**config.mk**
```make
export PLATFORM = sky130hd
export DESIGN_NAME = uart_tx_arbiter
export DESIGN_NICKNAME = d
export VERILOG_FILES = /design/src/rtl/uart_tx_arbiter_pkg.sv /design/src/rtl/uart_tx_arbiter_rr_arbiter.sv /design/src/rtl/uart_tx_arbiter.sv
export SDC_FILE = /design/constraint.sdc
export NUM_CORES = 1
export LEC_CHECK = 0
export ABC_AREA = 1
export CAP_MARGIN = 10
export CORE_MARGIN = 4
export CORE_UTILIZATION = 50
export CTS_BUF_LIST = sky130_fd_sc_hd__clkbuf_2
export CTS_CLUSTER_SIZE = 20
export DETAILED_ROUTE_END_ITERATION = 6
export DONT_BUFFER_PORTS = 1
export HOLD_SLACK_MARGIN = 0.1
export PLACE_DENSITY_LB_ADDON = 0.1
export SETUP_SLACK_MARGIN = 0.5
export SLEW_MARGIN = 20
export SYNTH_ARGS = -nofsm -noshare
export SYNTH_HDL_FRONTEND = slang
export SYNTH_SLANG_ARGS = --single-unit
```
**constraint.sdc**
```tcl
create_clock -name clk -period 5.09 [get_ports clk]
set_input_delay 1.018 -clock clk [delete_from_list [all_inputs] [get_ports clk]]
set_output_delay 1.018 -clock clk [all_outputs]
set_load 0.1 [all_outputs]
```
**src/rtl/uart_tx_arbiter_pkg.sv**
```systemverilog
// Shared state encoding, default timing constants and width helper for the
// UART transmit arbiter.
package uart_tx_arbiter_pkg;

  typedef enum logic [2:0] {
    ST_IDLE      = 3'd0,
    ST_START     = 3'd1,
    ST_WAIT_ACK  = 3'd2,
    ST_WAIT_DONE = 3'd3,
    ST_GAP       = 3'd4
  } state_t;

  localparam int DEF_GAP_CYCLES  = 16;
  localparam int DEF_ACK_TIMEOUT = 64;

  // Number of bits needed to index 'value' distinct items.
  function automatic int clog2(input int value);
    int bits;
    bits = 0;
    for (int i = 0; i < 31; i++) begin
      if ((32'd1 << i) < 32'(value)) begin
        bits = i + 1;
      end
    end
    return bits;
  endfunction

endpackage

```
**src/rtl/uart_tx_arbiter_rr_arbiter.sv**
```systemverilog
// Round-robin winner selection; the pointer advances only when the offered
// grant is actually accepted.
module rr_arbiter
  import uart_tx_arbiter_pkg::*;
#(
  parameter int NUM_REQ = 4,
  parameter int IDX_W   = 2
) (
  input  logic               clk,
  input  logic               rst,
  input  logic [NUM_REQ-1:0] req,
  input  logic               accept,
  output logic [NUM_REQ-1:0] grant,
  output logic [IDX_W-1:0]   grant_idx,
  output logic               any_req
);

  logic [IDX_W-1:0] last_grant_r;
  logic [IDX_W-1:0] cand_s;
  logic             found_s;
  int               sum_s;

  assign any_req = |req;

  // Search starts just past the last accepted requester and wraps once.
  always_comb begin
    grant     = '0;
    grant_idx = '0;
    found_s   = 1'b0;
    cand_s    = '0;
    sum_s     = 0;
    for (int k = 1; k <= NUM_REQ; k++) begin
      sum_s  = (int'(last_grant_r) + k) % NUM_REQ;
      cand_s = IDX_W'(sum_s);
      if (!found_s && req[cand_s]) begin
        found_s       = 1'b1;
        grant[cand_s] = 1'b1;
        grant_idx     = cand_s;
      end else begin
        found_s = found_s;
      end
    end
  end

  // Reset value makes requester 0 the first in line.
  always_ff @(posedge clk or negedge rst) begin
    if (!rst) begin
      last_grant_r <= IDX_W'(NUM_REQ - 1);
    end else if (accept) begin
      last_grant_r <= grant_idx;
    end else begin
      last_grant_r <= last_grant_r;
    end
  end

endmodule

```
**src/rtl/uart_tx_arbiter.sv**
```systemverilog
// Shares one UART transmitter between NUM_REQ byte sources: round-robin accept,
// start pulse, ack/done handshake with timeout, and an enforced inter-frame gap.
module uart_tx_arbiter
  import uart_tx_arbiter_pkg::*;
#(
  parameter int  NUM_REQ     = 4,
  parameter int  DATA_W      = 8,
  parameter int  GAP_CYCLES  = DEF_GAP_CYCLES,
  parameter int  ACK_TIMEOUT = DEF_ACK_TIMEOUT,
  localparam int IDX_W       = (clog2(NUM_REQ) > 0) ? clog2(NUM_REQ) : 1
) (
  input  logic                      clk,
  input  logic                      rst,
  input  logic [NUM_REQ-1:0]        req_valid,
  input  logic [NUM_REQ*DATA_W-1:0] req_data,
  output logic [NUM_REQ-1:0]        req_ready,
  input  logic                      tx_busy,
  output logic                      tx_start,
  output logic [DATA_W-1:0]         tx_data,
  output logic [IDX_W-1:0]          grant_id,
  output logic                      busy,
  output logic                      err_timeout
);

  localparam int CNT_MAX = (GAP_CYCLES > ACK_TIMEOUT) ? GAP_CYCLES : ACK_TIMEOUT;
  localparam int CNT_W   = (clog2(CNT_MAX + 1) > 0) ? clog2(CNT_MAX + 1) : 1;
  // The ack window is measured from the tx_start cycle, one cycle before WAIT_ACK
  // is entered, and the error flag is registered, hence the offset of two.
  localparam logic [CNT_W-1:0] ACK_LAST = CNT_W'((ACK_TIMEOUT >= 2) ? ACK_TIMEOUT - 2 : 0);
  localparam logic [CNT_W-1:0] GAP_LAST = CNT_W'((GAP_CYCLES >= 1) ? GAP_CYCLES - 1 : 0);
  localparam logic [CNT_W-1:0] CNT_ONE  = CNT_W'(1);

  state_t              state_r;
  logic [CNT_W-1:0]    cnt_r;
  logic                tx_start_r;
  logic [DATA_W-1:0]   tx_data_r;
  logic [IDX_W-1:0]    grant_id_r;
  logic                busy_r;
  logic                err_r;

  logic [NUM_REQ-1:0]  grant_s;
  logic [IDX_W-1:0]    win_idx_s;
  logic                any_s;
  logic                offer_s;
  logic                accept_s;
  logic [DATA_W-1:0]   win_data_s;

  rr_arbiter #(
    .NUM_REQ (NUM_REQ),
    .IDX_W   (IDX_W)
  ) u_rr_arbiter (
    .clk       (clk),
    .rst       (rst),
    .req       (req_valid),
    .accept    (accept_s),
    .grant     (grant_s),
    .grant_idx (win_idx_s),
    .any_req   (any_s)
  );

  // Ready is offered only in IDLE and is forced low while reset is held.
  assign offer_s    = (state_r == ST_IDLE) && rst;
  assign accept_s   = offer_s && any_s;
  assign req_ready  = offer_s ? grant_s : '0;
  assign win_data_s = req_data[win_idx_s*DATA_W +: DATA_W];

  assign tx_start    = tx_start_r;
  assign tx_data     = tx_data_r;
  assign grant_id    = grant_id_r;
  assign busy        = busy_r;
  assign err_timeout = err_r;

  // Frame sequencing FSM with registered outputs; counter cleared on each state entry.
  always_ff @(posedge clk or negedge rst) begin
    if (!rst) begin
      state_r    <= ST_IDLE;
      cnt_r      <= '0;
      tx_start_r <= 1'b0;
      tx_data_r  <= '0;
      grant_id_r <= '0;
      busy_r     <= 1'b0;
      err_r      <= 1'b0;
    end else begin
      tx_start_r <= 1'b0;
      err_r      <= 1'b0;
      case (state_r)
        ST_IDLE: begin
          if (accept_s) begin
            state_r    <= ST_START;
            cnt_r      <= '0;
            tx_start_r <= 1'b1;
            tx_data_r  <= win_data_s;
            grant_id_r <= win_idx_s;
            busy_r     <= 1'b1;
          end else begin
            busy_r <= 1'b0;
          end
        end
        ST_START: begin
          state_r <= ST_WAIT_ACK;
          cnt_r   <= '0;
        end
        ST_WAIT_ACK: begin
          if (tx_busy) begin
            state_r <= ST_WAIT_DONE;
            cnt_r   <= '0;
          end else if (cnt_r >= ACK_LAST) begin
            // Unacknowledged byte is dropped; no retry.
            err_r <= 1'b1;
            cnt_r <= '0;
            if (GAP_CYCLES == 0) begin
              state_r <= ST_IDLE;
              busy_r  <= 1'b0;
            end else begin
              state_r <= ST_GAP;
            end
          end else begin
            cnt_r <= cnt_r + CNT_ONE;
          end
        end
        ST_WAIT_DONE: begin
          if (!tx_busy) begin
            cnt_r <= '0;
            if (GAP_CYCLES == 0) begin
              state_r <= ST_IDLE;
              busy_r  <= 1'b0;
            end else begin
              state_r <= ST_GAP;
            end
          end else begin
            cnt_r <= '0;
          end
        end
        ST_GAP: begin
          if (cnt_r >= GAP_LAST) begin
            state_r <= ST_IDLE;
            cnt_r   <= '0;
            busy_r  <= 1'b0;
          end else begin
            cnt_r <= cnt_r + CNT_ONE;
          end
        end
        default: begin
          state_r <= ST_IDLE;
          cnt_r   <= '0;
          busy_r  <= 1'b0;
        end
      endcase
    end
  end

endmodule

```
== Yosys cells after proc, flatten, opt, wreduce, memory -nomap -nowiden ==
Cells that the tools add are included.
Storage, ports and cells
  logic and storage cells: 100
  output and inout port bits: 17
  flip-flop bits (word level): 25
Operators by class
  reduce and logical (&&, ||, !) cells: 18
  add/subtract/negate cells: 5
  bitwise logic cells: 4
  order comparisons: 10
  muxes and demuxes: 46
  shifts and indexed selects: 1
  equal/unequal tests: 8
Operators with widths (count)
  $shiftx A32 B6 Y8: 1
  $mux W7: 4
  $pmux W7 S3: 1
  $mux W4: 5
  $mux W1: 17
  $mux W3: 5
  $pmux W3 S5: 1
  $lt A2 B3 Y1 const B: 4
  $or A4 B4 Y4: 3
  $logic_and A1 B1 Y1: 9
  $bmux W1 S2: 4
  $demux W1 S2: 4
  $ge A2 B1 Y1 const B: 4
  $mux W2: 4
  $add A7 B1 Y7 const B: 1
  $ge A7 B4 Y1 const B: 1
  $ge A7 B6 Y1 const B: 1
  $eq A3 B2 Y1 const B: 2
  $ne A2 B2 Y1 const B: 3
  $add A2 B1 Y2 const B: 2
  $add A2 B2 Y2 const B: 2
  $reduce_and A2 Y1: 2
  $reduce_and A4 Y1: 1
  $reduce_or A4 Y1: 1
  8 further kinds: 10

== Longest topological paths before layout ==
Gate-level depths: netlist (run 1).
  depth in word-level cells: 14
  mapped depth: 16

== By module ==
A second synthesis (run 1) with hierarchy kept.
Unflattened totals
  cell total of the unflattened synthesis: 281
  area, all modules: 1961.9 um2
Modules (own cells, without submodules)
  uart_tx_arbiter: instances 1, cells each 194, area an instance 1408.9 um2
  rr_arbiter: instances 1, cells each 87, area an instance 553.0 um2

== Worst setup path before layout (run 1) ==
No wires, ideal clock.
  path type: input port to output port
  from: in req_valid[2]
  to: out req_ready[1]
  arrival: 2.456 ns
  path slack: 1.616 ns
  stages: 11
  path buffers: 0
  cell sequence: inv_1 > nand2_1 > nand3_2 > nand2_4 > nor2_8 > nand3_2 > inv_1 > nand2_1 > nand3_1 > nand2_1 > inv_1
Between the ends
  cells in the longest elaborated chain, start to end: 13
Ends and longest elaborated chain
  start, declared: RTL line uart_tx_arbiter.sv:14  | input logic [NUM_REQ-1:0] req_valid,
  $bmux W1 S2: RTL line uart_tx_arbiter_rr_arbiter.sv:35  | if (!found_s && req[cand_s]) begin
  $mux W1 (not written as such): RTL line uart_tx_arbiter_rr_arbiter.sv:35
  $mux W1: RTL line uart_tx_arbiter_rr_arbiter.sv:35
  $logic_not A1 Y1: RTL line uart_tx_arbiter_rr_arbiter.sv:35
  $logic_and A1 B1 Y1: RTL line uart_tx_arbiter_rr_arbiter.sv:35
  $mux W1: RTL line uart_tx_arbiter_rr_arbiter.sv:35
  $logic_not A1 Y1: RTL line uart_tx_arbiter_rr_arbiter.sv:35
  $logic_and A1 B1 Y1: RTL line uart_tx_arbiter_rr_arbiter.sv:35
  $mux W1: RTL line uart_tx_arbiter_rr_arbiter.sv:35
  $logic_not A1 Y1: RTL line uart_tx_arbiter_rr_arbiter.sv:35
  $logic_and A1 B1 Y1: RTL line uart_tx_arbiter_rr_arbiter.sv:35
  $mux W4 (*): RTL line uart_tx_arbiter_rr_arbiter.sv:35
  $mux W4 (*): RTL line uart_tx_arbiter.sv:64  | assign req_ready = offer_s ? grant_s : '0;
  end, declared: RTL line uart_tx_arbiter.sv:16  | output logic [NUM_REQ-1:0] req_ready,
Mark *: on every way between the ends. The rest lies on a longest branch, timed or not. The select of a mux whose other input is x is not followed.

== Worst setup path in the final report (run 1) ==
  from: reg u_rr_arbiter.last_grant_r[0]
  to: out req_ready[2]
Between the ends
  cells in the longest elaborated chain, start to end: 14
Ends and longest elaborated chain
  start, declared: RTL line uart_tx_arbiter_rr_arbiter.sv:18  | logic [IDX_W-1:0] last_grant_r;
  start signal, assigned: RTL line uart_tx_arbiter_rr_arbiter.sv:48  | last_grant_r <= IDX_W'(NUM_REQ - 1);
  start signal, assigned: RTL line uart_tx_arbiter_rr_arbiter.sv:50  | last_grant_r <= grant_idx;
  start signal, assigned: RTL line uart_tx_arbiter_rr_arbiter.sv:52  | last_grant_r <= last_grant_r;
  parallel branches: the longest is 12 deep, another holds $lt A2 B3 Y1
  $mux W4 (*): RTL line uart_tx_arbiter_rr_arbiter.sv:35
  $mux W4 (*): RTL line uart_tx_arbiter.sv:64
Mark *: on every way between the ends. The select of a mux whose other input is x is not followed.

==> metrics.md, run 1 <==
| Metric | Value |
|---|---|
| Final nets | between 300 and 400 |
| Die height | about 70 um |
| Avg Cell Area, Syn | 7.28 um^2 |
| Port Buffers | 0 |
| Commonest cells after routing, fill and taps aside | nand2_1 (75), nand3_1 (52), inv_1 (31) |
| Most common cell after layout, fill and taps aside | nand2_1 |
| Final period utilization | 0.803 |
| Terminus of the critical flop-to-flop path | tx_data[4] |
| Final ANT Viol Nets | 0 |
| Fin. Hold Viols | 0 |
| Final setup viols | 0 |
| Crit end category | output pin |
| Initial DRC count | 123 |
| Core box area | 3690 um^2 |
| Final min period | around 4.1 ns |
| Fmax achieved | ~0.24 GHz |
| Slew HR | 0.382 |
| Largest net degree at the start of global routing | 27 |
| FFs w/ async S/R, synth | 1.00 |
| CP arrival | just over 3 ns |
| Cell count after placement | 306 |
| First-pass DRT Iterations | 7 |
| Clock sink count | 25 |
| R2R depth | 12 |
| Most used DFF post-synth | dfrtp_1 |
| GRT overflow | 0 |
| Yosys warnings | 0 |
| Vias | about 1700 |
| Layout Skew | around 0.010 ns |
| Initial core utilization | 0.521 |
| Clock root cell | clkbuf_2 |
| Worst endpoint required time | 4.07 ns |
| Synth Cell Area | 1920 um^2 |
| Gr usage total | 0.187 |
| CP Launch Type | flop |
| Skew-Pair Late Insertion Delay | 0.37 ns |
| Sequential area share after synthesis | 0.327 |
| Drt total wl | roughly 4.4 mm |
| Htree depth | 1 |
| Worst R2R Start | u_rr_arbiter.last_grant_r[0] |
| CTS Buffer Depth | 2 |
| Total die area | 4900 um^2 |
| Worst-path fanout max | 12 |
| Clock Pin Slew Worst Setup and Hold Paths | 0.27 ns |
| RSZ-0062 raised after global routing | no |
| Layout fillers | roughly 410 |
| First-pass GRT wire length | between 7 and 8 mm |
| Yosys cell types | 36 |
| CTS tree | built |
| Syn nets | 313 |
| Worst-Margin Slew | just over 0.9 ns |
| Routability cong. | 0.968 |
| Setup TNS | 0 ns |
| Vias in the first global route | 1638 |
| Via density | 5.49 |
| # resized after CTS | 0 |
| Hpwl dp | 3.48 mm |
| Synthesized flop and latch total | 25 |
| Post-CTS Setup Inserts | 0 |
| Area Growth Syn to Fin | 2.08% |
| Hold Crit Class | input pin to async pin |
| Area of the multi-input gates | 1120 um^2 |
| Mapped Cells | 264 |
| Diodes inserted | 0 |
| Status | completed |
| Number of synthesized flops with an enable pin | 0 |
| Total clock buffers created by CTS | 3 |
| Crit path kind | flop to output pin |
| Row count | 22 |
| Slew Limit Fails | 0 |
| Reg area | 628 um^2 |
| Layout cell share with drive strength beyond 1 | 0.103 |
| DRC errors left | 0 |
| Initial antenna violation count | 0 |
| WL/cell | around 14 um |
| Setup crit start | u_rr_arbiter.last_grant_r[0] |
| Setup crit end | req_ready[2] |
| Die width | 70.0 um |
| I/O pins | 56 |
| Non-Filler Instances | 310 |
| Max-cap violations | 0 |
| CTS Hold Bufs | 0 |
| Reg2reg setup slack | around 2.5 ns |
[layer usage]
layer,global-route usage,part of all wire,vias up
li1,-,-,858
met1,0.279,0.47,774
met2,0.278,0.45,68
met3,0.0576,0.086,2
met4,0.0128,0.0014,0
met5,0,0,-
[registers in the layout (all words and copies together) (netlist names)]
register                   flops
tx_data                        8
cnt_r                          7
state_r                        3
grant_id                       2
u_rr_arbiter.last_grant_r      2
busy                           1
err_timeout                    1
tx_start                       1
[how the worst min path moves through the flow]
stage	startpoint	end	slack [ns]	cells past startpoint
2_1_floorplan	cnt_r[6]	cnt_r[6]	0.49	2
3_3_place_gp	cnt_r[6]	cnt_r[6]	0.53	2
3_5_place_dp	cnt_r[6]	cnt_r[6]	0.53	2
4_1_cts	rst	busy	0.26	0
5_1_grt	rst	grant_id[0]	0.21	0
6_report	rst	grant_id[0]	0.28	0
[kinds of logic after synthesis]
logic type	Yosys count	synth area share
fa+ha+maj	10	0.0651
xor+xnor	4	0.0182
flops	25	0.327
compound gates	24	0.0879
buf+inv	40	0.0918
simple gates	161	0.410
[cells in the mapped netlist, drive strengths merged (3+ instances only)]
library cell	instances	area (um^2)
nor3	4	20.0
o21ai	10	50.0
nor2	15	82.6
ha	10	125
nand2	82	345
buf	5	40.0
a21oi	4	31.3
nand3	56	300
inv	34	133
xor2	4	35.0
dfrtp	23	576
a22oi	3	22.5
[stage by stage]
| stage | area [um^2] | utilization | setup WS [ns] | hold WS, ns |
|---|---|---|---|---|
| floorplan | 1920 | - | 1.62 | 0.486 |
| global route | 1960 | 0.532 | 0.754 | 0.213 |
| global placement | 1940 | 0.525 | 1.50 | 0.527 |
| detailed placement | 1940 | 0.525 | 1.45 | 0.530 |
| finish | 1960 | 0.532 | 1.00 | 0.280 |
| CTS | 1960 | 0.532 | 0.971 | 0.263 |
[worst max-delay path, stage by stage (launching register included)]
cell     delay, ns
dfstp_2       0.78
inv_6         0.09
ha_1          0.36
inv_1         0.09
nand3_2       0.10
nand2_4       0.10
nor2_8        0.15
nand3_2       0.14
inv_1         0.11
nand2_1       0.05
nand3_1       0.06
nand2_1       0.05
inv_1         0.60
[layout make-up]
class | count | share of cell area
Sequential cell | 25 | 0.320
Clock inverter | 1 | 0.00446
Inverter | 34 | 0.0676
Tap cell | 48 | 0.0306
Multi-Input combinational cell | 199 | 0.570
Clock buffer | 3 | 0.00765
Power of run 1 is not shown: default switching activity piles up to over one toggle a cycle in this logic, so the estimate is an artifact.
==> inputs of run 2 (changes only) <==
==> constraint.sdc (replaced) <==
create_clock -name clk -period 3.8 [get_ports clk]
set_input_delay 0.76 -clock clk [delete_from_list [all_inputs] [get_ports clk]]
set_output_delay 0.76 -clock clk [all_outputs]
set_load 0.1 [all_outputs]
==> metrics.md, run 2 (synthesized netlist as in run 1, its figures left out) <==
| Metric | Value |
|---|---|
| Fmax achieved | 0.316 GHz |
| I/O pins | 56 (unchanged) |
| Reg2reg setup slack | 1.37 ns (-1.12 ns) |
| WL/cell | 14.4 um (+0.86%) |
| Commonest cells after routing, fill and taps aside | nand2_1 (75), nand3_1 (51), inv_1 (26) |
| Max-cap violations | 0 (unchanged) |
| Skew-Pair Late Insertion Delay | 0.35 ns (-0.02 ns) |
| Crit end category | output pin |
| Row count | 22 (unchanged) |
| Diodes inserted | 0 (unchanged) |
| Port Buffers | 0 (unchanged) |
| Layout Skew | 0.00730 ns (-0.00298 ns) |
| Total clock buffers created by CTS | 3 (unchanged) |
| Routability cong. | 0.882 (-8.9%) |
| Drt total wl | 4.68 mm (+5.7%) |
| R2R depth | 13 (+1) |
| Via density | 5.41 (-1.4%) |
| Clock root cell | clkbuf_2 |
| Clock sink count | 25 (unchanged) |
| CTS Buffer Depth | 2 (unchanged) |
| Area Growth Syn to Fin | 12.9% |
| Total die area | 4900 um^2 (unchanged) |
| Htree depth | 1 (unchanged) |
| Initial core utilization | 0.521 (unchanged) |
| Final period utilization | 0.832 |
| Final min period | 3.16 ns |
| Final nets | 327 (+4.8%) |
| Vias in the first global route | 1587 (-3.1%) |
| Gr usage total | 0.180 (-0.00692) |
| Vias | 1759 (+3.3%) |
| Worst-path fanout max | 6 (-6) |
| Status | completed |
| Hold Crit Class | input pin to async pin |
| DRC errors left | 0 (unchanged) |
| Most common cell after layout, fill and taps aside | nand2_1 |
| RSZ-0062 raised after global routing | no |
| Layout fillers | 354 (-13%) |
| First-pass GRT wire length | 7.28 mm (-4.3%) |
| Initial DRC count | 107 (-13%) |
| Die height | 70.0 um (unchanged) |
| Layout cell share with drive strength beyond 1 | 0.191 (+0.0883) |
| CP arrival | 2.40 ns (-0.67 ns) |
| CP Launch Type | flop |
| Largest net degree at the start of global routing | 24 (-11%) |
| CTS tree | built |
| Worst endpoint required time | 3.04 ns (-1.03 ns) |
| Final ANT Viol Nets | 0 (unchanged) |
| Slew HR | 0.384 (+0.00193) |
| Max reg flops | 8 (unchanged) |
| Die width | 70.0 um (unchanged) |
| Core box area | 3690 um^2 (unchanged) |
| Clock Pin Slew Worst Setup and Hold Paths | 0.25 ns (-0.02 ns) |
| Fin. Hold Viols | 0 (unchanged) |
| Worst-Margin Slew | 0.924 ns (-0.00290 ns) |
| Setup TNS | 0 ns (unchanged) |
| Hpwl dp | 3.39 mm (-2.6%) |
| Final setup viols | 0 (unchanged) |
| First-pass DRT Iterations | 4 (-3) |
| Initial antenna violation count | 0 (unchanged) |
| GRT overflow | 0 (unchanged) |
| Slew Limit Fails | 0 (unchanged) |
| Crit path kind | flop to output pin |
run 2: cell count changes in the layout (fill, tap and decap cells not counted), moves of 4 or more:
cell and delta:
inv_1 -5, buf_4 +10, inv_2 +4, buf_12 +4
run 2: layout make-up:
cell class | instances | area [um^2] | share of cell area
Tap cell | 48 | 60.1 | 0.0277
Clock buffer | 3 | 15.0 | 0.00692
Timing Repair Buffer | 15 | 160 | 0.0738
Sequential cell | 25 | 628 | 0.290
Clock inverter | 1 | 8.76 | 0.00404
Inverter | 34 | 136 | 0.0629
Multi-Input combinational cell | 199 | 1160 | 0.535
run 2: worst paths after layout:
path | end | startpoint
max | req_ready[0] | u_rr_arbiter.last_grant_r[1]
max reg2reg | tx_data[0] | u_rr_arbiter.last_grant_r[1]
min reg2reg | err_timeout | state_r[0]
min in group clk | err_timeout | tx_busy
min | u_rr_arbiter.last_grant_r[1] | rst
max in group asynchronous | state_r[1] | rst
run 2: layer usage:
metal	part of all wire	GRT usage
met5	0	0
met4	0.0085	0.0128
met3	0.084	0.0590
met2	0.46	0.281
met1	0.44	0.255
run 2: critical path: stages, from the launching register on:
cell        delay, ns
dfstp_2          0.61
clkinvlp_4       0.12
ha_4             0.31
inv_2            0.04
nand3_2          0.08
nand2_4          0.11
inv_2            0.10
nand3_2          0.10
inv_1            0.12
a21oi_2          0.06
o21ai_0          0.07
nand2_1          0.06
inv_1            0.09
buf_12           0.18
run 2: through the flow:
stage	setup slack (ns)	cells	hold WS, ns	instance area [um^2]	utilization
5_1_grt	0.453	325	0.115	2170	0.588
4_1_cts	0.508	318	0.166	2060	0.560
2_1_floorplan	0.617	264	0.464	1920	-
3_3_place_gp	0.726	310	0.465	1970	0.534
6_report	0.640	325	0.192	2170	0.588
3_5_place_dp	0.670	310	0.465	1970	0.534
run 2: timing repair:
action	in CTS	in global routing
gates resized for setup	8	17
hold buffers	1	0
setup endpoints to repair	4	4
pin swaps	0	6
setup buffers	3	7
endpoints found under the hold margin	23	0
Power of run 2 is left out for the same reason.
